**config.mk**
```make
export PLATFORM = sky130hd
export DESIGN_NAME = tdm_demux
export DESIGN_NICKNAME = d
export VERILOG_FILES = /design/src/rtl/tdm_pkg.sv /design/src/rtl/tdm_slot_counter.sv /design/src/rtl/tdm_demux.sv
export SDC_FILE = /design/constraint.sdc
export NUM_CORES = 1
export LEC_CHECK = 0
export CAP_MARGIN = 20
export CORE_UTILIZATION = 30
export CTS_CLUSTER_DIAMETER = 150
export DETAILED_ROUTE_END_ITERATION = 12
export PLACE_DENSITY = 0.62
export SLEW_MARGIN = 20
export SYNTH_ARGS = -nofsm -noshare
export SYNTH_HDL_FRONTEND = slang
export SYNTH_SLANG_ARGS = --single-unit
```
**constraint.sdc**
```tcl
create_clock -name clk -period 1.4 [get_ports clk]
set_clock_uncertainty 0.15 [all_clocks]
set_input_delay 0.35 -clock clk [delete_from_list [all_inputs] [get_ports clk]]
set_output_delay 0.35 -clock clk [all_outputs]
set_load 0.02 [all_outputs]
```
**src/rtl/tdm_pkg.sv**
```systemverilog
// Shared types and helpers for the TDM receive demultiplexer.
package tdm_pkg;

   // Largest frame the demux is meant to be built for.
   localparam int unsigned NUM_CH_MAX = 16;

   // Frame alignment state.
   typedef enum logic {
      HUNT   = 1'b0,
      LOCKED = 1'b1
   } tdm_state_e;

   // Bit offset of channel ch inside a flat bank of w-bit lanes.
   function automatic int unsigned ch_lsb(input int unsigned ch, input int unsigned w);
      return ch * w;
   endfunction

endpackage

```
**src/rtl/tdm_slot_counter.sv**
```systemverilog
// Slot position counter: load-to-1 on frame start, advance on accepted beats,
// wrap after the last slot, flag the last slot.
module tdm_slot_counter #(
   parameter int unsigned NUM_CH = 2,
   parameter int unsigned SLOT_W = 1
) (
   input  logic              clk,
   input  logic              rst,
   input  logic              en_i,
   input  logic              load1_i,
   output logic [SLOT_W-1:0] slot_o,
   output logic              tc_o
);

   logic [SLOT_W-1:0] slot_q, slot_d;

   assign tc_o   = (slot_q == SLOT_W'(NUM_CH - 1));
   assign slot_o = slot_q;

   // Next slot: frame start wins over plain advance; advance wraps at the last slot.
   always_comb begin
      slot_d = slot_q;
      if (load1_i)
         slot_d = SLOT_W'(1);
      else if (en_i)
         slot_d = tc_o ? '0 : slot_q + SLOT_W'(1);
   end

   // Slot register.
   always_ff @(posedge clk or posedge rst) begin
      if (rst) slot_q <= '0;
      else     slot_q <= slot_d;
   end

endmodule

```
**src/rtl/tdm_demux.sv**
```systemverilog
// Frame-synchronised TDM demultiplexer: hunts for the slot-0 marker, stages
// samples per channel and publishes whole frames with a one-cycle pulse.
module tdm_demux
   import tdm_pkg::*;
#(
   parameter int unsigned DATA_W = 8,
   parameter int unsigned NUM_CH = 2
) (
   input  logic                     clk,
   input  logic                     rst,
   input  logic                     in_valid,
   input  logic [DATA_W-1:0]        in_data,
   input  logic                     in_sof,
   output logic [NUM_CH*DATA_W-1:0] out_data,
   output logic                     frame_valid,
   output logic                     locked,
   output logic                     sync_err
);

   localparam int unsigned SLOT_W = $clog2(NUM_CH);

   tdm_state_e              state_q, state_d;
   logic [SLOT_W-1:0]       slot;
   logic                    slot_tc;
   logic                    cnt_en, cnt_load1;
   logic                    wr_en;
   logic [SLOT_W-1:0]       wr_idx;
   logic                    publish;
   logic                    fv_d, se_d;
   logic [NUM_CH*DATA_W-1:0] staging_q, bank_d, out_q;
   logic                    fv_q, se_q;

   tdm_slot_counter #(.NUM_CH(NUM_CH), .SLOT_W(SLOT_W)) u_slot (
      .clk     (clk),
      .rst     (rst),
      .en_i    (cnt_en),
      .load1_i (cnt_load1),
      .slot_o  (slot),
      .tc_o    (slot_tc)
   );

   // Alignment FSM: decides writes, slot movement, publish and error pulses per beat.
   always_comb begin
      state_d   = state_q;
      cnt_en    = 1'b0;
      cnt_load1 = 1'b0;
      wr_en     = 1'b0;
      wr_idx    = slot;
      publish   = 1'b0;
      fv_d      = 1'b0;
      se_d      = 1'b0;
      case (state_q)
         HUNT: begin
            if (in_valid && in_sof) begin
               wr_en     = 1'b1;
               wr_idx    = '0;
               cnt_load1 = 1'b1;
               state_d   = LOCKED;
            end
         end
         LOCKED: begin
            if (in_valid) begin
               if (in_sof) begin
                  // Early marker abandons the partial frame and restarts at slot 0.
                  se_d      = (slot != '0);
                  wr_en     = 1'b1;
                  wr_idx    = '0;
                  cnt_load1 = 1'b1;
               end else if (slot == '0) begin
                  // Missing marker: drop the beat and go back to hunting.
                  se_d    = 1'b1;
                  state_d = HUNT;
               end else if (slot_tc) begin
                  publish = 1'b1;
                  fv_d    = 1'b1;
                  cnt_en  = 1'b1;
               end else begin
                  wr_en  = 1'b1;
                  cnt_en = 1'b1;
               end
            end
         end
         default: state_d = HUNT;
      endcase
   end

   // Published bank: staged channels plus the last channel straight from the wire.
   always_comb begin
      bank_d = staging_q;
      bank_d[ch_lsb(NUM_CH - 1, DATA_W) +: DATA_W] = in_data;
   end

   // FSM state register.
   always_ff @(posedge clk or posedge rst) begin
      if (rst) state_q <= HUNT;
      else     state_q <= state_d;
   end

   // Staging, output bank and registered pulses.
   always_ff @(posedge clk or posedge rst) begin
      if (rst) begin
         staging_q <= '0;
         out_q     <= '0;
         fv_q      <= 1'b0;
         se_q      <= 1'b0;
      end else begin
         if (wr_en)   staging_q[ch_lsb(32'(wr_idx), DATA_W) +: DATA_W] <= in_data;
         if (publish) out_q <= bank_d;
         fv_q <= fv_d;
         se_q <= se_d;
      end
   end

   assign out_data    = out_q;
   assign frame_valid = fv_q;
   assign sync_err    = se_q;
   assign locked      = (state_q == LOCKED);

endmodule

```
# Word-level counts from Yosys, hierarchy flattened
# Cells that the tools add are included.
dict set report word_totals {
  regBits 36
  inputBits 12
  output_inout_bits 19
  word_cells 36
}
dict set report op_classes {
  add_sub_neg 2
  n_shift 2
  n_mux 23
  n_bitwise 1
  reduce_logical 2
}
# operator n
set ops {}
lappend ops {{4-bit negation with 34-bit output} 1}
lappend ops {{8-bit by 34-bit variable shift with 16-bit output (first input constant)} 1}
lappend ops {{8-bit by 34-bit indexed part select with 16-bit output} 1}
lappend ops {{1-bit 2-to-1 mux} 19}
lappend ops {{16-bit bitwise mux} 1}
lappend ops {{1-bit one-hot mux with 2 select lines} 3}
lappend ops {{2-bit nonzero test} 1}
lappend ops {{1-bit adder (second input constant)} 1}
lappend ops {{1-bit logical AND} 1}
lappend ops {{1-bit inverter} 1}

# Logic depth before layout (Yosys ltp)
dict set report depth {
  word_depth 6
  ltp_mapped 5
  ltp_nobuf 5
}

# Hierarchy
# From an unflattened synthesis, not the netlist that was laid out.
dict set report hier_totals {
  hier_cells 73
  area_unflattened_um2 1167.4
}
# module instances cells_each area_per_inst_um2 seq_area_each_um2
set by_module_without_submodules {}
lappend by_module_without_submodules {tdm_demux 1 68 1116.1 675.6}
lappend by_module_without_submodules {tdm_slot_counter 1 5 51.3 25.0}

# Worst setup path before layout
# OpenSTA, ideal clock, no wires.
dict set report synth_timing {
  kind {input-to-reg}
  startpoint {input port in_sof}
  endpoint {register out_q[0] (netlist: out_data[0])}
  setup_ps 125
  t_arrival_ps 1296
  required_time_ps 1125
  path_slack_ps -171
  path_stages 5
  path_buffers 1
  path_cell_list {inv_1 > ha_1 > nand3_4 > buf_6 > mux2_4}
}
dict set report synth_between {
  elab_chain_len 3
}
# element line_no
set synth_rtl {}
lappend synth_rtl {{from (decl)} tdm_demux.sv:13} ;# input logic in_sof,
lappend synth_rtl {{1-bit 2-to-1 mux} tdm_demux.sv:63} ;# if (in_sof) begin
lappend synth_rtl {{1-bit 2-to-1 mux} tdm_demux.sv:62} ;# if (in_valid) begin
lappend synth_rtl {{1-bit 2-to-1 mux} tdm_demux.sv:52} ;# case (state_q)
lappend synth_rtl {{to (signal assigned)} tdm_demux.sv:108} ;# if (publish) out_q <= bank_d;
lappend synth_rtl {{to (decl)} tdm_demux.sv:30} ;# logic [NUM_CH*DATA_W-1:0] staging_q, bank_d, out_q;
# Every way passes these cells.
# A chain may end at the register's enable or synchronous reset.

# Worst setup path after layout
dict set report layout_timing {
  startpoint {register state_q (netlist: locked)}
  endpoint {register staging_q[6]}
}
dict set report layout_between {
  elab_chain_len 5
  elab_cells_between_ends 7
  cone_classes {1 x add/sub; 2 x shift; 3 x mux; 1 x bitwise}
}
# element line_no
set layout_rtl {}
lappend layout_rtl {{from (decl)} tdm_demux.sv:22} ;# tdm_state_e state_q, state_d;
lappend layout_rtl {{from (signal assigned)} tdm_demux.sv:96} ;# else state_q <= state_d;
lappend layout_rtl {{1-bit inverter} -}
lappend layout_rtl {{1-bit one-hot mux with 2 select lines} tdm_demux.sv:52}
lappend layout_rtl {{4-bit negation with 34-bit output} tdm_demux.sv:107} ;# if (wr_en) staging_q[ch_lsb(32'(wr_idx), DATA_W) +: DATA_W] <= in_data;
lappend layout_rtl {{8-bit by 34-bit indexed part select with 16-bit output or 8-bit by 34-bit variable shift with 16-bit output (tied branches)} tdm_demux.sv:107}
lappend layout_rtl {{16-bit bitwise mux} tdm_demux.sv:107}
lappend layout_rtl {{to (signal, indexed assignment)} tdm_demux.sv:107}
lappend layout_rtl {{to (decl)} tdm_demux.sv:30}
# Parallel ways exist; a longest one is shown, timed or not.

==> out/metrics.yaml <==
clock_network:
  path_clk_slew_ns: 0.09
  cts.sinks: 28
  root_buffer: "clkbuf_8"
  clockBufferDepth: 2
  clk_latency_ns: 0.27
  cts_made_buffers: 3
  h-tree-depth: 1
  cts_tree: "done"
  postCtsHoldBufs: 0
setup_path:
  rr_worst_depth: 4
  crit_path_start: "locked"
  cpMaxStageDelayCell: "dfrtp_2"
  cp_data_arrival_time_ns: 1.48
  critPathKind: "flop to flop"
  cp-start-kind: "flop"
  r2r-start: "locked"
  crit_fanout: 7
  end_kind: "flop"
  slowest_delay_ns: 0.41
  worst-r2r-setup-slack_ns: -0.06
  r2r-end: "staging_q[6]"
  crit_chain: "buf_4, a21oi_4, buf_6, mux2_4"
  worstPathRequired_ns: 1.42
floorplanning:
  fp.dieH_microns: 63.9
  die_w_microns: 63.9
  initial_core_util: 0.314
  die_area_sq_um: 4080
  core_sq_um: 3660
  ioPinCount: 31
  rows: 22
synthesis:
  ys_types: 16
  avgSynthCellArea_sq_um: 15.7
  synth_fp_nets: 87
  syn_area_sq_um: 1150
  syn_inst: 73
  synth_warnings: 0
  ys_seq_elements: 28
  ys_seq_area_frac: 0.610
finish:
  antennaDiodeCount: 0
  final_common_cell: "dfrtp_1"
  final_core_util: 0.469
  area_growth_pct: 49.3
  fillerInstances: 335
  finish.net_count: 140
  mostFrequentLayoutCells: "dfrtp_1 (27), mux2_4 (24), buf_2 (19), buf_4 (15), clkdlybuf4s50_1 (9)"
  stdcell_count: 173
  drive_gt1_frac: 0.592
sta:
  max_freq_mhz: 685
  holdWs_ns: 0.256
  grt_setup_unrepaired: "true"
  period_minus_slack_ns: 1.46
  fin_crit_sh: 1.04
  finalMaxSlewViolations: 0
  max-slew-margin-rel: 0.898
  hold_viol_final: 0
  layout_setup_ws_ns: -0.0602
  worstMarginPinSlew_ns: 0.153
  setup_viol: 18
global_route:
  antenna_found_initial: 0
  grt_max_degree: 29
  track_usage: 0.119
  grt_pass1_wl_microns: 3710
  grt_overflow: 0
  grt_pass1_vias: 820
routing:
  routed_wirelength_microns: 2190
  wire_per_inst_microns: 12.7
  top_layer: "met4"
  avgViaCountPerCell: 4.32
  firstDrtPassIters: 4
  drcViolationCount: 0
  route.met2.wl_microns: 1040
  met1_length_microns: 974
  drt-initial-drc-count: 6
  num_vias: 748
  wl_met3_microns: 109
  ant_nets: 0
power:
  ir_worst_vdd_uv: 676
  powerDensity_nw_per_um2: 2120
  power.total_mw: 3.64
  power_leakage_nw: 0.869
min_path:
  hold_class: "input port to asynchronous set/reset pin"
flow_run:
  maxCapViolCount: 0
place:
  dp_hpwl_microns: 1460
  placedCellCount: 167
  gp_congestion: 0.655
  pre_cts_ws_ns: -0.643
  io_buffer_count: 30
outcome:
  violations: "setup timing"
  status: "complete, but fails checks"
==> through the flow <==
stage                     cell area, sq um  TNS, ns
final                                 1720   -0.571
after global placement                1670   -14.29
after CTS                             1700   -0.870
after detailed placement              1670   -15.28
after floorplan                       1170    -1.16
after global routing                  1720    -1.51
==> logic make-up (layout without fill, tap and decap cells) <==
group                    after synthesis  in the layout  synth area share
multiplexers                          24             24             0.265
flip-flops                            28             28             0.610
buffers and inverters                  7             59            0.0316
AO/OA/AOI/OAI                          5              5            0.0349
adder cells (fa/ha/maj)                2              2            0.0218
AND/OR/NAND/NOR                        7              7            0.0370
==> timing repair <==
action	in CTS	in global routing
endpoints found under the hold margin	0	0
pin swaps	2	1
buffers inserted	2	0
setup endpoints to repair	44	25
resized for setup	92	6
==> cells in the mapped netlist <==
master     n  share of area
nand4_1    1         0.0055
clkbuf_2   1         0.0044
nor2_1     3         0.0098
ha_1       2          0.022
mux2_4     9           0.12
a21oi_1    2         0.0087
buf_6      1         0.0098
dfrtp_1   28           0.61
a21o_1     1         0.0065
a21oi_4    1          0.014
nand3_4    1          0.015
a31oi_1    1         0.0055
nand2_1    2         0.0065
buf_2      1         0.0044
mux2_2    15           0.15
inv_1      4          0.013
==> where the power goes <==
group / switching (mW) / internal, mW / total (mW)
registers: 0.186 / 1.18 / 1.36
logic: 0.774 / 1.00 / 1.78
clock network: 0.247 / 0.252 / 0.499
total: 1.21 / 2.43 / 3.64
==> sequential cells by signal, summed over array words and instances, names as in the netlist <==
register,flops
sync_err,1
out_data,16
frame_valid,1
locked,1
staging_q,8
u_slot.slot_o,1
==> worst max-delay path, delay by kind of cell, from the launching register on <==
kind | cells | cell delay, ns
DFF | 1 | 0.41
muxes | 1 | 0.30
AOI/OAI and AO/OA | 1 | 0.17
buffers and inverters | 2 | 0.32
==> worst max-delay path by stage <==
stage	to	slack [ns]
floorplan	staging_q[0]	-0.08
global placement	staging_q[2]	-0.60
detailed placement	staging_q[6]	-0.64
CTS	staging_q[6]	-0.06
global route	staging_q[0]	-0.1
finish	staging_q[6]	-0.06
==> final cells by class <==
cell class / instances / area (sq um) / area share
clock buffers: 4 / 55.1 / 0.0321
well taps: 48 / 60.1 / 0.0350
multi-input cells: 38 / 483 / 0.282
inverters: 4 / 15.0 / 0.00875
flip-flops and latches: 28 / 702 / 0.409
repair buffers: 51 / 400 / 0.233
==> routing by layer <==
layer  track usage  up-vias
li1              -      353
met1         0.144      367
met5             0        -
met4        0.0852        0
met3        0.0125        5
met2         0.195       23
(Power assumes the default switching activity.)
